**src/rtl/disp_pkg.sv**
```systemverilog
// Shared definitions for the display scan driver: code field layout,
// segment glyph constants and the blink phase type.
package disp_pkg;

    localparam int CODE_W     = 6;
    localparam int NUM_DIGITS = 8;

    localparam int DASH_BIT = 5;
    localparam int SYM_BIT  = 0;
    localparam int IDX_LSB  = 1;
    localparam int IDX_MSB  = 4;

    localparam logic [CODE_W-1:0] CODE_DASH = 6'b111111;

    localparam logic [7:0] SEG_OFF  = 8'hFF;
    localparam logic [7:0] AN_OFF   = 8'hFF;
    localparam logic [7:0] SEG_DASH = 8'hBF;

    // Hex glyphs, {dp,g,f,e,d,c,b,a} active-low
    localparam logic [7:0] HEX_0 = 8'hC0;
    localparam logic [7:0] HEX_1 = 8'hF9;
    localparam logic [7:0] HEX_2 = 8'hA4;
    localparam logic [7:0] HEX_3 = 8'hB0;
    localparam logic [7:0] HEX_4 = 8'h99;
    localparam logic [7:0] HEX_5 = 8'h92;
    localparam logic [7:0] HEX_6 = 8'h82;
    localparam logic [7:0] HEX_7 = 8'hF8;
    localparam logic [7:0] HEX_8 = 8'h80;
    localparam logic [7:0] HEX_9 = 8'h90;
    localparam logic [7:0] HEX_A = 8'h88;
    localparam logic [7:0] HEX_B = 8'h83;
    localparam logic [7:0] HEX_C = 8'hC6;
    localparam logic [7:0] HEX_D = 8'hA1;
    localparam logic [7:0] HEX_E = 8'h86;
    localparam logic [7:0] HEX_F = 8'h8E;

    // Symbol glyphs
    localparam logic [7:0] SYM_1 = 8'hF9;
    localparam logic [7:0] SYM_2 = 8'hA4;
    localparam logic [7:0] SYM_G = 8'h82;
    localparam logic [7:0] SYM_P = 8'h8C;
    localparam logic [7:0] SYM_B = 8'h83;
    localparam logic [7:0] SYM_C = 8'hA7;
    localparam logic [7:0] SYM_S = 8'h92;
    localparam logic [7:0] SYM_E = 8'h86;
    localparam logic [7:0] SYM_U = 8'hC1;

    typedef enum logic {
        PH_VISIBLE = 1'b0,
        PH_DARK    = 1'b1
    } blink_phase_e;

    function automatic logic [3:0] code_index(input logic [CODE_W-1:0] code);
        return code[IDX_MSB:IDX_LSB];
    endfunction

endpackage

```
**src/rtl/disp_glyph_dec.sv**
```systemverilog
// Combinational display-code to 7-segment glyph decoder.
module disp_glyph_dec
    import disp_pkg::*;
(
    input  logic [CODE_W-1:0] code_i,
    output logic [7:0]        seg_o
);

    logic [3:0] idx;

    assign idx = code_index(code_i);

    always_comb begin
        seg_o = SEG_OFF;
        if (code_i[DASH_BIT]) begin
            seg_o = SEG_DASH;
        end else if (!code_i[SYM_BIT]) begin
            case (idx)
                4'h0:    seg_o = HEX_0;
                4'h1:    seg_o = HEX_1;
                4'h2:    seg_o = HEX_2;
                4'h3:    seg_o = HEX_3;
                4'h4:    seg_o = HEX_4;
                4'h5:    seg_o = HEX_5;
                4'h6:    seg_o = HEX_6;
                4'h7:    seg_o = HEX_7;
                4'h8:    seg_o = HEX_8;
                4'h9:    seg_o = HEX_9;
                4'hA:    seg_o = HEX_A;
                4'hB:    seg_o = HEX_B;
                4'hC:    seg_o = HEX_C;
                4'hD:    seg_o = HEX_D;
                4'hE:    seg_o = HEX_E;
                default: seg_o = HEX_F;
            endcase
        end else begin
            // Unused symbol indices fall through to a blank digit.
            case (idx)
                4'd1:    seg_o = SYM_1;
                4'd2:    seg_o = SYM_2;
                4'd6:    seg_o = SYM_G;
                4'd10:   seg_o = SYM_P;
                4'd11:   seg_o = SYM_B;
                4'd12:   seg_o = SYM_C;
                4'd13:   seg_o = SYM_S;
                4'd14:   seg_o = SYM_E;
                4'd15:   seg_o = SYM_U;
                default: seg_o = SEG_OFF;
            endcase
        end
    end

endmodule

```
**src/rtl/disp_scan_drv.sv**
```systemverilog
// Eight-digit common-anode scan driver with frame snapshots, ghost blanking
// and whole-display blink.
//   state      | meaning
//   PH_VISIBLE | digits driven normally
//   PH_DARK    | all anodes off for whole frames (blink off half)
module disp_scan_drv
    import disp_pkg::*;
#(
    parameter int REFRESH_DIV  = 100000,
    parameter int BLANK_CYC    = 2000,
    parameter int BLINK_FRAMES = 62
) (
    input  logic              clock,
    input  logic              reset,
    input  logic [CODE_W-1:0] d1,
    input  logic [CODE_W-1:0] d2,
    input  logic [CODE_W-1:0] d3,
    input  logic [CODE_W-1:0] d4,
    input  logic [CODE_W-1:0] d5,
    input  logic [CODE_W-1:0] d6,
    input  logic [CODE_W-1:0] d7,
    input  logic [CODE_W-1:0] d8,
    input  logic              blink,
    output logic [7:0]        an,
    output logic [7:0]        seg,
    output logic              frame_tick
);

    localparam int SLOT_W  = $clog2(REFRESH_DIV);
    localparam int BLINK_W = $clog2(BLINK_FRAMES + 1);

    localparam logic [SLOT_W-1:0]  SLOT_LAST  = SLOT_W'(REFRESH_DIV - 1);
    localparam logic [SLOT_W-1:0]  SLOT_BLANK = SLOT_W'(BLANK_CYC);
    localparam logic [BLINK_W-1:0] BLINK_LAST = BLINK_W'(BLINK_FRAMES - 1);

    logic [SLOT_W-1:0]  slot_q, slot_d;
    logic [2:0]         idx_q, idx_d;
    logic               init_q;
    logic [BLINK_W-1:0] bcnt_q, bcnt_d;
    blink_phase_e       phase_q, phase_d;
    logic [7:0]         an_q, an_d;
    logic [7:0]         seg_q, seg_d;
    logic               tick_q;
    logic               snap;

    logic [CODE_W-1:0]  d_in     [NUM_DIGITS];
    logic [CODE_W-1:0]  shadow_q [NUM_DIGITS];
    logic [CODE_W-1:0]  cur_code;
    logic [7:0]         cur_glyph;

    assign d_in = '{d1, d2, d3, d4, d5, d6, d7, d8};

    // The first cycle after reset only takes the snapshot; counting starts
    // afterwards so the first frame is scanned from fresh shadow data.
    assign snap = init_q || (slot_q == SLOT_LAST && idx_q == 3'd7);

    assign cur_code = shadow_q[idx_q];

    disp_glyph_dec u_dec (
        .code_i (cur_code),
        .seg_o  (cur_glyph)
    );

    always_comb begin
        slot_d = slot_q;
        idx_d  = idx_q;
        if (!init_q) begin
            if (slot_q == SLOT_LAST) begin
                slot_d = '0;
                idx_d  = idx_q + 3'd1;
            end else begin
                slot_d = slot_q + SLOT_W'(1);
            end
        end
    end

    always_comb begin
        phase_d = phase_q;
        bcnt_d  = bcnt_q;
        if (!blink) begin
            phase_d = PH_VISIBLE;
            bcnt_d  = '0;
        end else if (snap) begin
            if (bcnt_q == BLINK_LAST) begin
                bcnt_d  = '0;
                phase_d = (phase_q == PH_VISIBLE) ? PH_DARK : PH_VISIBLE;
            end else begin
                bcnt_d = bcnt_q + BLINK_W'(1);
            end
        end
    end

    always_comb begin
        an_d  = AN_OFF;
        seg_d = SEG_OFF;
        if (!init_q && phase_q == PH_VISIBLE && slot_q >= SLOT_BLANK) begin
            an_d  = ~(8'h01 << idx_q);
            seg_d = cur_glyph;
        end
    end

    always_ff @(posedge clock or negedge reset) begin
        if (!reset) begin
            slot_q  <= '0;
            idx_q   <= '0;
            init_q  <= 1'b1;
            bcnt_q  <= '0;
            phase_q <= PH_VISIBLE;
            an_q    <= AN_OFF;
            seg_q   <= SEG_OFF;
            tick_q  <= 1'b0;
        end else begin
            slot_q  <= slot_d;
            idx_q   <= idx_d;
            init_q  <= 1'b0;
            bcnt_q  <= bcnt_d;
            phase_q <= phase_d;
            an_q    <= an_d;
            seg_q   <= seg_d;
            tick_q  <= snap;
        end
    end

    always_ff @(posedge clock or negedge reset) begin
        if (!reset) begin
            for (int i = 0; i < NUM_DIGITS; i++) begin
                shadow_q[i] <= CODE_DASH;
            end
        end else if (snap) begin
            for (int i = 0; i < NUM_DIGITS; i++) begin
                shadow_q[i] <= d_in[i];
            end
        end
    end

    assign an         = an_q;
    assign seg        = seg_q;
    assign frame_tick = tick_q;

endmodule

```
**config.mk**
```make
export PLATFORM = sky130hd
export DESIGN_NAME = disp_scan_drv
export DESIGN_NICKNAME = d
export VERILOG_FILES = /design/src/rtl/disp_pkg.sv /design/src/rtl/disp_glyph_dec.sv /design/src/rtl/disp_scan_drv.sv
export SDC_FILE = /design/constraint.sdc
export NUM_CORES = 1
export LEC_CHECK = 0
export ABC_AREA = 0
export BUFFER_PORTS_ARGS = -buffer_cell sky130_fd_sc_hd__clkbuf_2
export CAP_MARGIN = 20
export CORE_MARGIN = 2
export CORE_UTILIZATION = 40
export CTS_CLUSTER_SIZE = 28
export DETAILED_ROUTE_END_ITERATION = 6
export GPL_ROUTABILITY_DRIVEN = 0
export HOLD_SLACK_MARGIN = 0.1
export PLACE_DENSITY = 0.7
export SLEW_MARGIN = 20
export SYNTH_ARGS = -nofsm -noshare
export SYNTH_HDL_FRONTEND = slang
export SYNTH_SLANG_ARGS = --single-unit
export TNS_END_PERCENT = 1
```
**constraint.sdc**
```tcl
create_clock -name clock -period 6.6 [get_ports clock]
set_input_delay 1.32 -clock clock [delete_from_list [all_inputs] [get_ports clock]]
set_output_delay 1.32 -clock clock [all_outputs]
set_load 0.02 [all_outputs]
```
Yosys cells after proc, flatten, opt, wreduce, memory -nomap -nowiden

Memories as Yosys holds them, arrays and structs flattened.
Index checks and enable logic that the tools add are counted.
Widths: inputs -> output; s select.

Memory bits (read-only): 224
Logic and storage cells: 55
Memories kept: 2
Bits of input ports: 51
RAM bits: 0
Flip-flop bits (word level): 93
Latch bits: 0

Memory list:

| memory          | depth | bits a word | read ports | clocked after Yosys merged registers in | write ports | line                 | source |
|---|---|---|---|---|---|---|---|
| (no name shown) | 16    | 7           | 1          | 0                                       | 0           | disp_glyph_dec.sv:18 | `case (idx)` |
| (no name shown) | 16    | 7           | 1          | 0                                       | 0           | disp_glyph_dec.sv:38 | `case (idx)` |

Reductions and logical operators: 7
Shift-type cells: 1
Div/mod/pow operators: 0
$mul: 0
Muxes and demuxes: 15
Bitwise operators: 4
$add $sub $neg: 3
Magnitude comparators: 2
Equality and inequality tests: 5

Operator list:

| kind                  | number |
|---|---|
| $mux 8                | 4 |
| $mux 6                | 5 |
| $bmux 6 s3            | 1 |
| $add 17x1->17 const B | 1 |
| $eq 17x17->1 const B  | 1 |
| $ge 17x11->1 const B  | 1 |
| $mux 17               | 1 |
| $not 8->8             | 1 |
| $shl 1x3->8 const A   | 1 |
| $add 6x1->6 const B   | 1 |
| $eq 6x6->1 const B    | 1 |
| $ge 4x4->1 const B    | 1 |
| $mux 1                | 4 |
| $ne 2x1->1 const B    | 2 |
| $not 3->4             | 1 |
| $reduce_and 2->1      | 2 |
| $add 3x1->3 const B   | 1 |
| $eq 3x3->1 const B    | 1 |
| $logic_and 1x1->1     | 3 |
| $not 1->1             | 2 |
| $logic_not 1->1       | 1 |
| $logic_or 1x1->1      | 1 |

Longest topological paths before layout

Gate-level depths: netlist (run 1).
An unclocked memory read counts as a cell.

Depth after elaboration: 8
Mapped depth: 9
Gate-level depth less buffers: 8

Cells and area by module

From an unflattened synthesis (run 1), not the netlist that was laid out.

Cells, all modules: 486
Area total of the unflattened synthesis: 4,778.3 µm²

Modules (own cells, without submodules):

| module         | times used | sequential area each (µm²) | area each (µm²) | cells each |
|---|---|---|---|---|
| disp_scan_drv  | 1          | 2,408.6                    | 4,234.1         | 416 |
| disp_glyph_dec | 1          | 0.0                        | 544.3           | 70 |

Worst setup path before layout (run 1)

OpenSTA, ideal clock, no wires.

Path kind: reg2reg
Start: reg idx_q[0]
End: reg seg_q[2], in the netlist seg[2]
Setup time: 77 ps
Period minus slack after synthesis: 2,613 ps
Stages on the path, launching flop included: 9
Required time: 6,523 ps
Path buffers: 1
Arrival time: 2,536 ps
Slack: 3,987 ps
Path through: dfrtp_1 > buf_6 > mux4_2 > mux2i_1 > inv_1 > ha_1 > and2_1 > or3_1 > a31oi_1

Cells in the longest elaborated chain, start to end: 8
Elaborated cells on any way between the ends: 9

RTL lines:

| item                                           | line                 | source |
|---|---|---|
| from (decl)                                    | disp_scan_drv.sv:37  | `logic [2:0] idx_q, idx_d;` |
| from (signal assigned)                         | disp_scan_drv.sv:114 | `idx_q <= idx_d;` |
| $not 3->4 (not written as such) (*)            | disp_scan_drv.sv:57  | `assign cur_code = shadow_q[idx_q];` |
| $bmux 6 s3 (*)                                 | disp_scan_drv.sv:57  |  |
| $mux 6 (not written as such) (*) (2 in series) | disp_scan_drv.sv:57  |  |
| $mem_v2 16x7, on equally long branches         | n/a                  |  |
| $mux 8                                         | disp_glyph_dec.sv:17 | `end else if (!code_i[SYM_BIT]) begin` |
| $mux 8 (*)                                     | disp_glyph_dec.sv:15 | `if (code_i[DASH_BIT]) begin` |
| $mux 8 (*)                                     | disp_scan_drv.sv:96  | `if (!init_q && phase_q == PH_VISIBLE && slot_q >= SLOT_BLANK) begin` |
| named net seg_d[2]                             | disp_scan_drv.sv:42  | `logic [7:0] seg_q, seg_d;` |
| to (signal assigned)                           | disp_scan_drv.sv:119 | `seg_q <= seg_d;` |
| to (decl)                                      | disp_scan_drv.sv:42  |  |

The timed path passes the listed nets; every way through them passes the cells marked *. The select of a mux whose other input is x is not followed.
A chain may end at the register's enable or synchronous reset.

Worst setup path in the final report (run 1)

Start: reg idx_q[0]
End: reg seg_q[0], in the netlist seg[0]

The elaborated chain is that of the path after synthesis.

==> impl_metrics.ini, run 1 <==
[timing]
fin_skew_ps = 8.205
drv_slew = 0
layout_min_cycle_time_ps = 3246
worstMarginPinSlew_ps = 873.9
period_share_pct = 49.18
setup_tns_ps = 0
hold_viol_final = 0
fmax_mhz = 308.1
fin_ws_ps = 3354
hold_slack_ps = 507.6
finalSetupViolations = 0
rsz0062_at_grt = no
slew_headroom_pct = 41.62

[worst_setup_path]
reg2regPathDepth = 7
crit_path_cell_trace = mux4_2 -> mux2i_1 -> inv_1 -> ha_1 -> or3_1 -> o221ai_1 -> a41oi_1
critPathMaxStageDelay_ps = 880
cp-start-kind = flop
critPathTopFamily = multiplexers
reg2reg_slack_ps = 3350
slowest_stage = dfrtp_1
reg2reg_to = seg[0]$_DFF_PN1_
regToRegStartpoint = idx_q[0]$_DFFE_PN0P_
critPathCaptureType = flop
path_class = reg -> reg
cp.arrival_ps = 3470
cp_num_buf_inv = 1
required_ps = 6820
path_max_fanout = 15

[synth]
yosys.area.top_type = dfstp_2
syn_nets = 443
async_reset_ff_share_pct = 100.0
synth.area.top_cells = dfstp_2 36%, dfrtp_1 15%, mux2_2 12%, ha_1 4.8%, mux4_1 3.4%
synth_warnings = 0
syn_area_um2 = 4693
ys_types = 59
synth.top_cell.area_share_pct = 35.83
synth-seq-area-share_pct = 50.76
netlist_instances = 374
synth-edff-count = 0
syn_area_per_cell_um2 = 12.55
ys_ff_latch = 92
synth-main-ff-cell = dfstp_2

[outcome]
status = complete, no violations

[cells_and_area]
fin_nets = 506
mostFrequentLayoutCell = clkbuf_2
n_antenna_cell = 0
syn_to_final_growth_pct = 15.89
layout_common_cells = 65 x clkbuf_2, 64 x dfstp_2, 49 x mux2_2
layout-drive-gt1-share_pct = 48.19
design_area_um2 = 5439

[route]
dr.pass1.iters = 5
met3WireLength_um = 446
vias = 3062
drcViolationCount = 0
top_layer_used = met4
wl_met2_um = 4168
first_iter_violations = 144
drt-vias-per-instance = 5.234
wl_per_cell_um = 15.21
wl_um = 8900
met1_length_um = 4129
ant_nets = 0

[die]
initial_core_util_pct = 41.10
core_area_um2 = 11420
die_w_um = 112.3
io_pins = 68
die_area_um2 = 12620
die_h_um = 112.3
num_rows = 39

[min_path]
holdPathStages = 1
hold-path-endpoint = slot_q[14]$_DFFE_PN0N_
worstHoldPathType = reg -> reg
hold_path_startpoint = slot_q[14]$_DFFE_PN0N_

[global_routing]
grt_pass1_vias = 3102
grt.overflow.total = 0
track_usage_pct = 14.95
grt_pass1_wl_um = 15060
grt_max_degree = 56
antenna_found_initial = 0

[place]
placed_area_um2 = 5137
port_buffers = 66
dpl.hpwl_um = 6274
post-place-ws_ps = 3373

[clock_network]
cts_made_buffers = 9
cts_sinks = 92
clk_path_buf_depth = 2
cts-root-buf = clkbuf_16
clk_latency_ps = 340
hold_buffers = 0
post_cts_buffers = 0
clkSlewWorstSetupHoldPaths_ps = 70
htreeDepth = 3
cts_tree = yes
cts_resized = 0

[flow_run]
cap_violations = 0

[power_and_ir_drop]
p_sw_share_pct = 25.88
switchingPower_uw = 351.5
pwr-share-seq_pct = 49.3
comb_power_share_pct = 12.8
p_leak_uw = 0.002279
vdd_drop_max_v = 0.0001285
pwr-share-clk_pct = 37.9
p_int_uw = 1007
p_total_uw = 1358
power.density_nw_per_um2 = 249.7
[cells in the mapped netlist, drive strengths merged (8+ instances only)]
cell type	count
inv	16
ha	18
dfstp	64
nand3	12
mux2i	10
a21oi	8
o21ai	11
nand2	23
dfrtp	28
mux4	12
buf	11
xnor2	12
nor2	22
mux2	49
[power groups by stage]
stage | logic, uW | clock network (uW) | registers, uW
6_report | 173 | 515 | 670
5_1_grt | 196 | 554 | 676
4_1_cts | 175 | 530 | 669
3_5_place_dp | 174 | 0 | 678
3_3_place_gp | 168 | 0 | 677
2_1_floorplan | 130 | 0 | 666
[worst reg2reg max path, stage by stage (launching register included)]
cell and delay, ps:
dfrtp_1 880, mux4_2 600, mux2i_1 460, inv_1 280
ha_1 310, or3_1 370, o221ai_1 90, a41oi_1 150
[state kept, by name (all words and copies together) (netlist names)]
| register | flops |
|---|---|
| an | 8 |
| bcnt_q | 6 |
| frame_tick | 1 |
| idx_q | 3 |
| init_q | 1 |
| phase_q | 1 |
| seg | 7 |
| shadow_q | 48 |
| slot_q | 17 |
[final cells by class]
cell class	count	area [um2]
well taps	143	178.9
repair buffers	68	347.8
clock inverters	6	51.30
clock buffers	10	250.2
fillers	1038	5979
multi-input cells	250	2168
inverters	16	60.06
flip-flops and latches	92	2382
[worst max path at each step]
| stage | from | end | slack (ps) | cells past startpoint |
|---|---|---|---|---|
| 2_1_floorplan | idx_q[0]$_DFFE_PN0P_ | seg[2]$_DFF_PN1_ | 3990 | 8 |
| 3_3_place_gp | idx_q[0]$_DFFE_PN0P_ | seg[5]$_DFF_PN1_ | 3560 | 7 |
| 3_5_place_dp | idx_q[0]$_DFFE_PN0P_ | seg[0]$_DFF_PN1_ | 3370 | 7 |
| 4_1_cts | idx_q[0]$_DFFE_PN0P_ | seg[2]$_DFF_PN1_ | 3370 | 7 |
| 5_1_grt | idx_q[0]$_DFFE_PN0P_ | seg[3]$_DFF_PN1_ | 3110 | 7 |
| 6_report | idx_q[0]$_DFFE_PN0P_ | seg[0]$_DFF_PN1_ | 3350 | 7 |
[logic make-up after synthesis]
| logic type | Yosys count | synth area share, % |
|---|---|---|
| simple gates | 98 | 10.77 |
| flops | 92 | 50.76 |
| mux | 71 | 20.55 |
| compound gates | 44 | 6.505 |
| buf+inv | 32 | 3.279 |
| fa+ha+maj | 18 | 4.799 |
| xor+xnor | 17 | 3.172 |
| other cells | 2 | 0.1600 |
[per-layer routing]
metal	up-vias	GRT usage, %
met5	-	0
met4	0	6.260
met3	12	3.294
met2	88	23.09
met1	1493	20.53
li1	1469	-
[per-stage QoR]
step	utilization, %	instances
CTS	47.63	585
global placement	44.99	569
floorplan	-	374
global route	47.63	585
detailed placement	44.99	569
finish	47.63	585
(Power assumes the default switching activity.)
==> run 2, diff against run 1 <==
- PLACE_DENSITY: 0.7 -> 0.72
- clock period: 6.6 -> 2.98 ns (I/O delays scaled with it)
==> run 2 against run 1 <==
Via count up 0.42%. Die area unchanged. Final area up 1.7%. Sequential cell count unchanged. Critical path type unchanged.
==> impl_metrics.ini, run 2 (same netlist as run 1, synthesis figures left out) <==
[die]
initial_core_util_pct = 41.10
core_area_um2 = 11420
die_w_um = 112.3
die_h_um = 112.3
io_pins = 68
die_area_um2 = 12620
num_rows = 39

[clock_network]
post_cts_buffers = 0
clk_path_buf_depth = 2
htreeDepth = 3
cts_sinks = 92
cts-root-buf = clkbuf_16
clk_latency_ps = 340
cts_made_buffers = 9
clkSlewWorstSetupHoldPaths_ps = 70
cts_tree = yes

[power_and_ir_drop]
p_leak_uw = 0.002331
power.density_nw_per_um2 = 543.1
vdd_drop_max_v = 0.0002642

[global_routing]
antenna_found_initial = 0
grt_pass1_wl_um = 15480
track_usage_pct = 15.32
grt_pass1_vias = 3180
grt_max_degree = 56
grt.overflow.total = 0

[route]
drt-vias-per-instance = 5.177
dr.pass1.iters = 4
drcViolationCount = 0
wl_per_cell_um = 15.29
ant_nets = 0
wl_um = 9084
first_iter_violations = 87
vias = 3075

[place]
port_buffers = 66
dpl.hpwl_um = 6527

[worst_setup_path]
crit_path_cell_trace = mux4_1 -> mux2i_1 -> inv_1 -> ha_1 -> mux2i_1 -> o22ai_1 -> a221o_1
slowest_stage = mux4_1
reg2reg_slack_ps = 180
reg2reg_to = seg[4]$_DFF_PN1_
path_class = reg -> reg
crit_top_cell = mux2i_1
timing.critical_path.to = seg[4]$_DFF_PN1_
regToRegStartpoint = idx_q[0]$_DFFE_PN0P_
critPathLaunch = idx_q[0]$_DFFE_PN0P_
critPathMaxStageDelay_ps = 600
reg2regPathDepth = 7
critPathCaptureType = flop
required_ps = 3250
path_max_fanout = 8
cp-start-kind = flop
cp.arrival_ps = 3060

[timing]
drv_slew = 0
worstMarginPinSlew_ps = 598.5
finalSetupViolations = 0
fin_skew_ps = 8.392
hold_viol_final = 0
rsz0062_at_grt = no
slew_headroom_pct = 59.25
period_share_pct = 93.90
fmax_mhz = 357.4
hold_slack_ps = 271.1
layout_min_cycle_time_ps = 2798
setup_tns_ps = 0

[outcome]
status = complete, no violations

[cells_and_area]
mostFrequentLayoutCell = clkbuf_2
syn_to_final_growth_pct = 17.89
fin_nets = 515
layout_common_cells = 65 x clkbuf_2, 64 x dfstp_2, 49 x mux2_2
layout-drive-gt1-share_pct = 49.45
n_antenna_cell = 0
largest_reg_flops = 48
regMostFlops = shadow_q

[min_path]
worstHoldPathType = in -> async

[flow_run]
cap_violations = 0
-- run 2: cell count changes in the layout (fill, tap and decap cells not counted), sizes merged --
cell      before  now
clkinvlp       1    0
buf            3   12
inv           21   19
clkinv         0    4
clkbuf        75   74
-- run 2: layout make-up --
| type | count | area [um2] |
|---|---|---|
| inverters | 16 | 60.06 |
| fillers | 1023 | 5886 |
| multi-input cells | 250 | 2168 |
| clock inverters | 7 | 76.32 |
| flip-flops and latches | 92 | 2384 |
| clock buffers | 9 | 225.2 |
| repair buffers | 77 | 440.4 |
| well taps | 143 | 178.9 |
-- run 2: routing by layer --
metal / GRT usage [%] / part of all wire (%) / vias up
met5: 0 / 0 / -
met2: 25.06 / 49 / 66
li1: - / - / 1487
met1: 20.30 / 45 / 1517
met4: 3.577 / 0.56 / 0
met3: 4.536 / 5.0 / 5
-- run 2: what timing repair did --
action / 4_1_cts / 5_1_grt
gates resized for setup: 0 / 1
hold buffers: 0 / 0
endpoints found under the setup margin: 0 / 6
-- run 2: worst min path at each step --
stage,from,end,slack [ps],cells past startpoint
after CTS,reset,bcnt_q[5]$_DFFE_PN0P_,290,1
final,reset,phase_q$_DFFE_PN0P_,270,1
after global routing,reset,bcnt_q[0]$_DFFE_PN0P_,310,1
after floorplan,reset,bcnt_q[0]$_DFFE_PN0P_,300,0
after global placement,slot_q[14]$_DFFE_PN0N_,slot_q[14]$_DFFE_PN0N_,480,1
after detailed placement,bcnt_q[5]$_DFFE_PN0P_,bcnt_q[5]$_DFFE_PN0P_,500,1
-- run 2: power by group --
group	leakage, uW	internal (uW)	switching, uW
Clock	0.000148	594	525
Combinational	0.00113	208	193
Sequential	0.00105	1400	82.1
Total	0.00233	2200	800
-- run 2: stage by stage --
stage               util, %  total power, uW  worst slack, ps  std cells  cell area (um2)
global route          48.46             3173            18.08        594             5533
CTS                   48.44             3047            87.49        594             5532
global placement      45.80             1886            197.7        578             5230
finish                48.46             3005            181.9        594             5533
detailed placement    45.80             1904            96.46        578             5230
floorplan                 -             1763            366.6        374             4693
-- run 2: worst max-delay path, delay by kind of cell (launching register included) --
kind / cells / cell delay (ps)
compound gates: 2 / 460
fa+ha+maj: 1 / 300
buf+inv: 1 / 260
flops: 1 / 510
mux: 3 / 1190
==> run 3, diff against run 2 <==
- ABC_CLOCK_PERIOD_IN_PS: not set -> 2980
- BUFFER_PORTS_ARGS: -buffer_cell sky130_fd_sc_hd__clkbuf_2 -> -buffer_cell sky130_fd_sc_hd__buf_2
- PLACE_DENSITY: 0.72 -> not set
- PLACE_DENSITY_LB_ADDON: not set -> 0.05
==> run 3 against run 2 <==
Non-clock buffer count up 1. Sequential cell count unchanged. Via count about the same. First-iteration DRC count up 59%. Fmax up 1.0%. Wire length up 1.3%. Clock skew down 0.60 ps. Critical endpoint is now seg[2]$_DFF_PN1_. Largest cell class unchanged.
==> impl_metrics.ini, run 3 (same netlist as run 1, synthesis figures left out) <==
[flow_run]
cap_violations = 0

[route]
vias = 3074
drcViolationCount = 0
drt-vias-per-instance = 5.175
ant_nets = 0
first_iter_violations = 138
dr.pass1.iters = 6
wl_per_cell_um = 15.50
wl_um = 9206

[cells_and_area]
largest_reg_flops = 48
layout_common_cells = 65 x buf_2, 64 x dfstp_2, 49 x mux2_2
regArea_um2 = 2382
n_antenna_cell = 0
multiInputGateArea_um2 = 2168
syn_to_final_growth_pct = 16.90
layout-drive-gt1-share_pct = 48.78
mostFrequentLayoutCell = buf_2
regMostFlops = shadow_q
fin_nets = 516
fillers = 1036

[timing]
slew_headroom_pct = 53.37
worstMarginPinSlew_ps = 699.4
fin_skew_ps = 7.794
hold_viol_final = 0
fmax_mhz = 361.1
setup_tns_ps = 0
period_share_pct = 92.93
finalSetupViolations = 0
layout_min_cycle_time_ps = 2769
rsz0062_at_grt = no
drv_slew = 0

[power_and_ir_drop]
p_sw_share_pct = 25.01
vdd_drop_max_v = 0.0003237
p_total_uw = 2919
pwr-share-clk_pct = 35.5
p_int_uw = 2189
switchingPower_uw = 730.0
p_leak_uw = 0.002285
comb_power_share_pct = 13.7
pwr-share-seq_pct = 50.9
power.density_nw_per_um2 = 532.0

[worst_setup_path]
regToRegStartpoint = idx_q[0]$_DFFE_PN0P_
required_ps = 3250
path_max_fanout = 16
critPathMaxStageDelay_ps = 620
critPathLaunch = idx_q[0]$_DFFE_PN0P_
crit_path_cell_trace = buf_4 -> mux4_1 -> mux2i_4 -> buf_4 -> nor3_1 -> or3_1 -> a31oi_1
path_class = reg -> reg
slowest_stage = mux4_1
critPathCaptureType = flop
cp-start-kind = flop
critPathTopFamily = multiplexers
cp.arrival_ps = 3040
cp_num_buf_inv = 2
crit_top_cell = buf_4

[die]
initial_core_util_pct = 41.10
core_area_um2 = 11420
num_rows = 39
die_w_um = 112.3
io_pins = 68
die_h_um = 112.3
die_area_um2 = 12620

[clock_network]
clk_path_buf_depth = 2
cts_made_buffers = 9
htreeDepth = 3
post_cts_buffers = 0
cts_sinks = 92
cts_tree = yes
cts_resized = 0
hold_buffers = 0
cts-root-buf = clkbuf_16
clkSlewWorstSetupHoldPaths_ps = 60
clk_latency_ps = 340

[global_routing]
grt.overflow.total = 0
track_usage_pct = 15.58
antenna_found_initial = 0
grt_max_degree = 56
grt_pass1_vias = 3089
grt_pass1_wl_um = 15400

[outcome]
status = complete, no violations

[min_path]
worstHoldPathType = in -> async

[place]
port_buffers = 66
dpl.hpwl_um = 6669
[run 3: cell count changes in the layout (fill, tap and decap cells not counted), sizes merged]
cell / before / now
clkinv: 4 / 3
inv: 19 / 16
buf: 12 / 78
clkbuf: 74 / 12
[run 3: final cells by class]
class                   count  share of cell area, %
flip-flops and latches     92                  43.42
multi-input cells         250                  39.52
repair buffers             78                  7.936
clock buffers              12                  4.493
well taps                 143                  3.261
inverters                  16                  1.095
clock inverters             3                 0.2737
[run 3: per-layer routing]
layer  share of wire, %  global-route usage, %
met5                  0                      0
met4                2.0                  6.829
met3                4.7                  3.834
met2                 43                  22.49
met1                 50                  22.39
[run 3: worst reg2reg max path, cell delays in order, from the launching register on]
cell and delay [ps]:
dfrtp_1 560, buf_4 290, mux4_1 620, mux2i_4 480, buf_4 260, nor3_1 50, or3_1 300, a31oi_1 130
[run 3: metrics by stage]
| stage | cell area [um2] | setup WS, ps | std cells | hold slack, ps | util [%] |
|---|---|---|---|---|---|
| after floorplan | 4693 | 366.6 | 374 | 300.4 | - |
| after global placement | 5225 | 271.1 | 579 | 490.8 | 45.76 |
| after detailed placement | 5225 | 207.7 | 579 | 498.8 | 45.76 |
| after CTS | 5487 | 193.9 | 594 | 335.1 | 48.05 |
| after global routing | 5487 | 4.568 | 594 | 361.6 | 48.05 |
| final | 5487 | 210.7 | 594 | 308.8 | 48.05 |
[run 3: path summary, 6_finish.rpt]
| kind | cells after the start | endpoint | slack, ps |
|---|---|---|---|
| worst max-delay path | 7 | seg[2]$_DFF_PN1_ | 210 |
| worst min-delay path | 1 | slot_q[13]$_DFFE_PN0N_ | 310 |
| worst max register to register | 7 | seg[2]$_DFF_PN1_ | 210 |
| worst min register to register | 1 | slot_q[14]$_DFFE_PN0N_ | 500 |
| max in group asynchronous | 2 | shadow_q[6]$_DFFE_PN1P_ | 1880 |
| min in group clock | 2 | shadow_q[46]$_DFFE_PN1P_ | 490 |
[run 3: power groups by stage]
| stage | Clock (uW) | Combinational, uW | Sequential [uW] |
|---|---|---|---|
| final | 1040 | 399 | 1480 |
| after CTS | 1070 | 406 | 1490 |
| after detailed placement | 0 | 404 | 1510 |
| after global routing | 1120 | 447 | 1500 |
| after floorplan | 0 | 288 | 1480 |
| after global placement | 0 | 399 | 1500 |
